**config.mk**
```make
export PLATFORM = sky130hd
export DESIGN_NAME = trax_phase_sequencer
export DESIGN_NICKNAME = d
export VERILOG_FILES = /design/src/rtl/trax_pkg.sv /design/src/rtl/trax_phase_watchdog.sv /design/src/rtl/trax_phase_sequencer.sv
export SDC_FILE = /design/constraint.sdc
export NUM_CORES = 1
export LEC_CHECK = 0
export ABC_AREA = 1
export CORE_MARGIN = 2
export CORE_UTILIZATION = 55
export CTS_CLUSTER_SIZE = 16
export DETAILED_ROUTE_END_ITERATION = 10
export PLACE_DENSITY = 0.82
export SLEW_MARGIN = 20
export SYNTH_ARGS = -nofsm -noshare
export SYNTH_HDL_FRONTEND = slang
export SYNTH_SLANG_ARGS = --single-unit
```
**constraint.sdc**
```tcl
create_clock -name clk -period 2.6 [get_ports clk]
set_input_delay 0.52 -clock clk [delete_from_list [all_inputs] [get_ports clk]]
set_output_delay 0.52 -clock clk [all_outputs]
set_load 0.1 [all_outputs]
```
**src/rtl/trax_pkg.sv**
```systemverilog
// Shared types and constants for the Trax phase sequencer.
package trax_pkg;

    // Sequencer states. The NEXT decision point has no state of its own;
    // it is folded into the transitions out of COMMIT and the shift phases.
    typedef enum logic [3:0] {
        ST_IDLE,
        ST_WAIT_RX,
        ST_APPLY,
        ST_AUTOC,
        ST_COMMIT,
        ST_SHIFT_D,
        ST_SHIFT_R,
        ST_CHOOSE,
        ST_TX,
        ST_ERROR
    } state_t;

    localparam logic [2:0] ERR_NONE       = 3'd0;
    localparam logic [2:0] ERR_TIMEOUT    = 3'd1;
    localparam logic [2:0] ERR_AC_LIMIT   = 3'd2;
    localparam logic [2:0] ERR_NO_MOVE    = 3'd3;
    localparam logic [2:0] ERR_RX_OVERRUN = 3'd4;

    localparam logic WHITE = 1'b0;
    localparam logic BLACK = 1'b1;

    // States that issue a start pulse to an engine and then wait for its done.
    function automatic logic is_phase(input state_t s);
        return s inside {ST_APPLY, ST_AUTOC, ST_COMMIT, ST_SHIFT_D, ST_SHIFT_R, ST_CHOOSE};
    endfunction

endpackage

```
**src/rtl/trax_phase_watchdog.sv**
```systemverilog
// Per-phase watchdog: counts cycles since the last start pulse and flags
// expiry once the phase has been outstanding for TIMEOUT_CYCLES cycles.
module trax_phase_watchdog #(
    parameter int TIMEOUT_CYCLES = 4096
) (
    input  logic clk,
    input  logic reset,
    input  logic clr,
    input  logic en,
    output logic expire
);
    localparam int              CW   = $clog2(TIMEOUT_CYCLES + 1);
    localparam logic [CW-1:0]   LAST = CW'(TIMEOUT_CYCLES - 1);

    logic [CW-1:0] count;

    // Cycles elapsed since the start pulse; the start cycle itself counts as
    // the first, so expiry decided here lands exactly TIMEOUT_CYCLES later.
    // NOTE: sequential state uses non-blocking assignments so every register
    // samples the pre-edge values regardless of statement order.
    always_ff @(posedge clk or negedge reset) begin
        if (!reset) begin
            count <= '0;
        end else if (clr) begin
            count <= CW'(1);
        end else if (en && count < LAST) begin
            count <= count + 1'b1;
        end
    end

    assign expire = en && (count >= LAST);

endmodule

```
**src/rtl/trax_phase_sequencer.sv**
```systemverilog
// Central controller for the Trax player: sequences the board phase engines
// for each received opponent move and our reply, with auto-complete pass
// limiting, a per-phase watchdog and sticky error reporting.
module trax_phase_sequencer
    import trax_pkg::*;
#(
    parameter int TIMEOUT_CYCLES = 4096,
    parameter int MAX_AC_PASSES  = 8,
    parameter int ROUND_W        = 16
) (
    input  logic               clk,
    input  logic               reset,
    input  logic               rx_end,
    input  logic               color,
    output logic               upd_start,
    input  logic               upd_done,
    output logic               ac_start,
    input  logic               ac_done,
    input  logic               ac_changed,
    output logic               cp_start,
    input  logic               cp_done,
    input  logic               need_down,
    input  logic               need_right,
    output logic               shd_start,
    input  logic               shd_done,
    output logic               shr_start,
    input  logic               shr_done,
    output logic               cm_start,
    input  logic               cm_done,
    input  logic               cm_empty,
    output logic               move_sel,
    output logic               first_move,
    output logic               tx_start,
    output logic               busy,
    output logic               err,
    output logic [2:0]         err_code,
    output logic [ROUND_W-1:0] round
);
    localparam int              AC_W    = (MAX_AC_PASSES > 1) ? $clog2(MAX_AC_PASSES) : 1;
    localparam logic [AC_W-1:0] AC_LAST = AC_W'(MAX_AC_PASSES - 1);

    state_t             state, state_d;
    logic               launch, launch_d;          // start pulse due this cycle
    logic               half, half_d;              // 0 = received move, 1 = own move
    logic               first_q, first_d;
    logic               started, started_d;        // a move has been accepted since reset
    logic [AC_W-1:0]    ac_pass, ac_pass_d;
    logic               rx_pending, rx_pending_d;
    logic               rx_prev;
    logic               need_right_q, need_right_d;
    logic [2:0]         err_code_q, err_code_d;
    logic [ROUND_W-1:0] round_q;

    logic   rx_rise;
    logic   phase_done;
    logic   wd_expire;
    state_t after_shift;

    assign rx_rise     = rx_end & ~rx_prev;
    assign after_shift = half ? ST_TX : ST_CHOOSE;

    trax_phase_watchdog #(
        .TIMEOUT_CYCLES(TIMEOUT_CYCLES)
    ) u_wdog (
        .clk   (clk),
        .reset (reset),
        .clr   (launch),
        .en    (is_phase(state) && !launch),
        .expire(wd_expire)
    );

    // Select the done pulse belonging to the current wait state; all others are ignored.
    always_comb begin
        phase_done = 1'b0;
        case (state)
            ST_APPLY:   phase_done = upd_done;
            ST_AUTOC:   phase_done = ac_done;
            ST_COMMIT:  phase_done = cp_done;
            ST_SHIFT_D: phase_done = shd_done;
            ST_SHIFT_R: phase_done = shr_done;
            ST_CHOOSE:  phase_done = cm_done;
            default:    phase_done = 1'b0;
        endcase
    end

    // Next-state decision: phase transitions, pass limiting, watchdog and overrun errors.
    // NOTE: every variable gets its hold value first so no path leaves one
    // unassigned, which would otherwise infer a latch.
    always_comb begin
        state_d      = state;
        launch_d     = 1'b0;
        half_d       = half;
        first_d      = first_q;
        started_d    = started;
        ac_pass_d    = ac_pass;
        rx_pending_d = rx_pending;
        need_right_d = need_right_q;
        err_code_d   = err_code_q;

        case (state)
            ST_IDLE: state_d = ST_WAIT_RX;

            ST_WAIT_RX: begin
                if (rx_rise || rx_pending) begin
                    // Consume one move; a simultaneous fresh edge stays queued.
                    rx_pending_d = rx_pending & rx_rise;
                    started_d    = 1'b1;
                    launch_d     = 1'b1;
                    state_d      = ST_APPLY;
                    // White opens with a fixed move, so the first half-move is our own.
                    if (!started && color == WHITE) begin
                        half_d  = 1'b1;
                        first_d = 1'b1;
                    end else begin
                        half_d  = 1'b0;
                        first_d = 1'b0;
                    end
                end
            end

            ST_APPLY: begin
                if (!launch && phase_done) begin
                    ac_pass_d = '0;
                    launch_d  = 1'b1;
                    state_d   = ST_AUTOC;
                end
            end

            ST_AUTOC: begin
                if (!launch && phase_done) begin
                    if (!ac_changed) begin
                        launch_d = 1'b1;
                        state_d  = ST_COMMIT;
                    end else if (ac_pass < AC_LAST) begin
                        ac_pass_d = ac_pass + 1'b1;
                        launch_d  = 1'b1;
                    end else begin
                        err_code_d = ERR_AC_LIMIT;
                        state_d    = ST_ERROR;
                    end
                end
            end

            ST_COMMIT: begin
                if (!launch && phase_done) begin
                    need_right_d = need_right;
                    launch_d     = 1'b1;
                    if (need_down)       state_d = ST_SHIFT_D;
                    else if (need_right) state_d = ST_SHIFT_R;
                    else                 state_d = after_shift;
                end
            end

            ST_SHIFT_D: begin
                if (!launch && phase_done) begin
                    launch_d = 1'b1;
                    state_d  = need_right_q ? ST_SHIFT_R : after_shift;
                end
            end

            ST_SHIFT_R: begin
                if (!launch && phase_done) begin
                    launch_d = 1'b1;
                    state_d  = after_shift;
                end
            end

            ST_CHOOSE: begin
                if (!launch && phase_done) begin
                    if (cm_empty) begin
                        err_code_d = ERR_NO_MOVE;
                        state_d    = ST_ERROR;
                    end else begin
                        half_d   = 1'b1;
                        launch_d = 1'b1;
                        state_d  = ST_APPLY;
                    end
                end
            end

            ST_TX: begin
                first_d = 1'b0;
                state_d = ST_WAIT_RX;
            end

            default: state_d = ST_ERROR;
        endcase

        // A done arriving with the expiry wins, hence the phase_done guard.
        if (wd_expire && !phase_done) begin
            err_code_d = ERR_TIMEOUT;
            launch_d   = 1'b0;
            state_d    = ST_ERROR;
        end

        // One move may queue while busy; a second queued move is an overrun.
        if (rx_rise && state != ST_WAIT_RX && state != ST_ERROR) begin
            if (!rx_pending) begin
                rx_pending_d = 1'b1;
            end else begin
                err_code_d = ERR_RX_OVERRUN;
                launch_d   = 1'b0;
                state_d    = ST_ERROR;
            end
        end
    end

    // Sequencer state registers.
    always_ff @(posedge clk or negedge reset) begin
        if (!reset) begin
            state        <= ST_IDLE;
            launch       <= 1'b0;
            half         <= 1'b0;
            first_q      <= 1'b0;
            started      <= 1'b0;
            ac_pass      <= '0;
            rx_pending   <= 1'b0;
            need_right_q <= 1'b0;
            err_code_q   <= ERR_NONE;
        end else begin
            state        <= state_d;
            launch       <= launch_d;
            half         <= half_d;
            first_q      <= first_d;
            started      <= started_d;
            ac_pass      <= ac_pass_d;
            rx_pending   <= rx_pending_d;
            need_right_q <= need_right_d;
            err_code_q   <= err_code_d;
        end
    end

    // Receive edge history and the count of received moves.
    always_ff @(posedge clk or negedge reset) begin
        if (!reset) begin
            rx_prev <= 1'b0;
            round_q <= '0;
        end else begin
            rx_prev <= rx_end;
            if (rx_rise) round_q <= round_q + 1'b1;
        end
    end

    assign upd_start  = launch && (state == ST_APPLY);
    assign ac_start   = launch && (state == ST_AUTOC);
    assign cp_start   = launch && (state == ST_COMMIT);
    assign shd_start  = launch && (state == ST_SHIFT_D);
    assign shr_start  = launch && (state == ST_SHIFT_R);
    assign cm_start   = launch && (state == ST_CHOOSE);
    assign tx_start   = launch && (state == ST_TX);
    assign move_sel   = half;
    assign first_move = first_q;
    assign busy       = !(state inside {ST_IDLE, ST_WAIT_RX, ST_ERROR});
    assign err        = (state == ST_ERROR);
    assign err_code   = err_code_q;
    assign round      = round_q;

endmodule

```
After elaboration in Yosys (flattened, before gate mapping)
Cells that the tools add are included.
- reductions and logical operators: 34
- multiplexer cells: 56
- add/sub/neg operators: 3
- shift operators: 0
- eq/ne operators: 18
- multipliers: 0
- bitwise gates (word level): 4
- divide/modulo/power cells: 0
- $lt $le $gt $ge: 3
- operators with widths (kind ; count):
    two-way mux 4 bit ; 17
    two-way mux 3 bit ; 12
    one-hot mux 4 bit (8 select lines) ; 1
    two-way mux 13 bit ; 2
    two-way mux 1 bit ; 18
    adder 16 x 1 -> 16 bit (second input constant) ; 1
    equality test 4 x 3 -> 1 bit (second input constant) ; 4
    logical AND 1 bit ; 15
    != test 2 bit (second input constant) ; 7
    adder 13 x 1 -> 13 bit (second input constant) ; 1
    greater-or-equal comparator 13 x 12 -> 1 bit (second input constant) ; 1
    < comparator 13 x 12 -> 1 bit (second input constant) ; 1
    one-hot mux 3 bit (2 select lines) ; 2
    equality test 4 x 2 -> 1 bit (second input constant) ; 2
    equality test 4 bit (second input constant) ; 2
    nonzero test 2 bit ; 4
    one-hot mux 1 bit (6 select lines) ; 1
    AND reduction 2 bit ; 3
    nonzero test 6 bit ; 1
    AND reduction 5 bit ; 1
    equality test 4 x 1 -> 1 bit (second input constant) ; 1
    zero test 1 bit ; 4
    zero test 4 bit ; 1
    != test 4 x 1 -> 1 bit (second input constant) ; 1
    other kinds (12) ; 15
- output and inout bits: 30
- input bits: 14
- bits in latches: 0
- RAM bits: 0
- ROM bits: 0
- bits in registers: 46
- memories kept: 0
- logic and storage cells: 130

Depth between registers and ports, before layout
- word-level depth: 8
- depth in mapped cells: 14
- gate-level depth less buffers: 13

By module
Synthesis repeated with hierarchy kept, for this count alone.
- cells, all modules: 383
- area, all modules: 2910.3 um^2
- by module, submodules not included (module ; area an instance (um^2) ; instances ; cells an instance ; seq. area each (um^2)):
    trax_phase_sequencer ; 2025.7 ; 1 ; 272 ; 825.8
    trax_phase_watchdog ; 884.6 ; 1 ; 111 ; 325.3

Worst setup path after synthesis
Ideal clock, no wire load.
- kind: register to output
- start: register state[0]
- end: output port err
- arrival time: 2739 ps
- slack: -659 ps
- cell stages (with the launch flop): 5
- path through: dfrtp_1 inv_2 nor2_1 inv_1 nor3_1
- cells in the longest elaborated chain, start to end: 1
- ends and longest elaborated chain (element ; RTL line ; RTL):
    start: declaration ; trax_phase_sequencer.sv:42 ; state_t state, state_d;
    start signal: assignment ; trax_phase_sequencer.sv:221 ; state <= state_d;
    equality test 4 bit ; trax_phase_sequencer.sv:254 ; assign err = (state == ST_ERROR);
    end: declaration ; trax_phase_sequencer.sv:35 ; output logic err,
No other way between the ends.

Final worst setup path
- start: register state[0]
- end: output port shd_start
- cells in the longest elaborated chain, start to end: 2
- ends and longest elaborated chain (element ; RTL line ; RTL):
    equality test 4 x 3 -> 1 bit ; trax_phase_sequencer.sv:247 ; assign shd_start = launch && (state == ST_SHIFT_D);
    logical AND 1 bit ; trax_phase_sequencer.sv:247 ;
    end: declaration ; trax_phase_sequencer.sv:24 ; output logic shd_start,
No other way between the ends.

==> reports/metrics.yaml <==
worst_setup_path:
  crit_required_ns: 2.08
  cp.arrival_ns: 1.82
  cp-startpoint: "state[0]"
  endpoint_kind: "primary output"
  cp_max_fo: 7
  startpoint_type: "flop"
  rrSetupSlack_ns: 0.57
  critPathKind: "reg -> out"
  r2r_start: "state[3]"
placed_design:
  io_buffers: 43
  gp_congestion: 0.885
  place_inst: 449
  post-dp-hpwl_um: 4660
timing:
  timing.final.hold_violations: 0
  setup_viol: 0
  period_needed_ns: 2.34
  rsz0062_at_grt: "no"
  relSlewSlack_pct: 61.7
  max_freq_ghz: 0.428
  drv_slew: 0
  worstMarginPinSlew_ns: 0.575
  worst_clock_skew_ns: 0.0135
  setup_tns_ns: 0
  fin_crit_sh_pct: 90.0
synth:
  synthCells: 353
  synth_fp_nets: 370
  synth-seq-cells: 46
  synth-edff-count: 0
  async_flop_share_pct: 100
  ys_warn_count: 0
  yosysSeqAreaShare_pct: 43.5
  avgSynthCellArea_um2: 7.50
  synth.distinct_cells: 31
  syn-cell-area_mm2: 0.00265
  synth_ff_type: "dfrtp_1"
clock_network:
  ctsHoldBuffers: 0
  post_cts_buffers: 0
  cts_resized: 0
  numCtsBuffers: 5
  clk-insertion-delay-late_ns: 0.31
  cts-root-buf: "clkbuf_8"
  clk_pin_slew_ns: 0.10
  clockBufferDepth: 2
  cts.sinks: 46
  htreeDepth: 2
  cts_tree: "built"
flow_run:
  maxCapViolations: 0
floorplanning:
  core_area_mm2: 0.00469
  die_height_um: 73.4
  top_level_ports: 44
  die-area_mm2: 0.00538
  start_util_pct: 56.4
  rows: 25
  dieWidth_um: 73.4
final_layout:
  num_antenna_cells: 0
  final_cells: 457
  fin_nets: 419
  final.fill_count: 381
  register_area_mm2: 0.00115
  area_growth_pct: 23.7
  drive_above_1_share_pct: 15.6
  multi_input_area_mm2: 0.00131
route:
  viasPerCell: 5.45
  drtIter0Drc: 161
  wl_um: 6190
  dr.pass1.iters: 4
  antenna_left: 0
  drcViolationCount: 0
  post_drt_wl_per_cell_um: 13.5
  vias: 2491
global_route:
  grt_max_degree: 47
  grt_usage_pct: 25.0
  grt_pass1_vias: 2241
  antenna_found_initial: 0
  grt_first_pass_wirelength_um: 10400
  overflow: 0
worst_hold_path:
  hp-class: "in -> async"
power_and_ir_drop:
  p_leak_nw: 1.55
  power_density_mw_per_mm2: 583
  ir_drop_mv: 0.819
outcome:
  status: "finished clean"
[layout make-up]
type	count	share of cell area (%)
clock inverters	3	1.49
flip-flops and latches	46	35.2
well taps	54	2.06
inverters	45	5.16
clock buffers	5	2.10
multi-input cells	258	40.0
repair buffers	46	14.1
[per-layer routing]
layer  track usage, %  routed length (um)
met1             34.8                2710
met2             38.5                2920
met3             6.45                 501
met4             7.47                  58
met5                0                   0
[synthesized netlist by cell type (all sizes together) (2+ instances only)]
| cell type | count | area share [%] |
|---|---|---|
| nand2 | 81 | 12 |
| o21ai | 20 | 3.9 |
| inv | 45 | 6.4 |
| xor2 | 9 | 3.0 |
| nor3 | 6 | 1.1 |
| nor2 | 66 | 11 |
| dfrtp | 46 | 43 |
| nand3 | 33 | 6.2 |
| clkbuf | 2 | 0.28 |
| nand4 | 5 | 1.2 |
| buf | 2 | 0.61 |
| ha | 3 | 1.4 |
| a21oi | 16 | 3.4 |
| xnor2 | 9 | 3.0 |
| o21a | 2 | 0.57 |
| or2 | 2 | 0.47 |
[per-stage QoR]
stage	utilization (%)	cell area [um^2]	power, mW	setup slack, ns	hold WS [ns]
after global placement	67.3	3160	1.36	0.248	0.452
after CTS	69.8	3270	1.92	0.278	0.302
after global routing	69.8	3270	1.97	0.113	0.338
final	69.8	3270	1.91	0.261	0.263
after detailed placement	67.3	3160	1.36	0.178	0.459
after floorplan	-	2650	1.22	-0.130	0.224
[registers in the layout (all words and copies together) (netlist names), 3 cells and up]
register	flops
ac_pass	3
err_code	3
round	16
state	4
u_wdog.count	13
[cells in the final DEF (no fill, tap or decap), types with 2 or more instances in the layout]
master and instances:
clkdlybuf4s50_1 12, nor2_2 3, o21ai_0 12, nand2_2 3, o21ai_1 7, or2_2 2, nand2_1 76, inv_2 4
nor3_1 5, buf_4 26, xor2_1 9, buf_12 7, clkbuf_8 5, nor2_4 4, ha_1 3, nand3_1 33
nand4_1 5, a21oi_1 15, nand2_4 2, inv_1 41, nor2_1 59, dfrtp_1 46, xnor2_1 9, o21a_1 2
[path summary, 6_finish.rpt]
kind                                endpoint  cells past startpoint
worst min-delay path            need_right_q                      2
max in group asynchronous            started                      2
worst min register to register       started                      1
worst max-delay path               shd_start                      7
worst max register to register      state[1]                     13
min in group clk                     started                      1
[kinds of logic after synthesis]
| kind of cell | Yosys count | share of synthesized area (%) |
|---|---|---|
| simple gates | 195 | 32.7 |
| buf+inv | 49 | 7.28 |
| flops | 46 | 43.5 |
| compound gates | 41 | 8.84 |
| xor+xnor | 18 | 5.95 |
| fa+ha+maj | 3 | 1.42 |
| mux | 1 | 0.378 |
[power breakdown]
part | internal, mW | switching (mW) | leakage [nW]
sequential | 0.764 | 0.0553 | 0.601
clock | 0.293 | 0.273 | 0.0563
combinational | 0.113 | 0.412 | 0.890
[critical path: stages (launching register included)]
cell	delay, ns
dfrtp_1	0.53
inv_2	0.08
nor2_1	0.14
inv_1	0.08
nor2_1	0.19
inv_1	0.09
nor2_1	0.18
buf_12	0.20
Power figures use the tool's default switching activity.
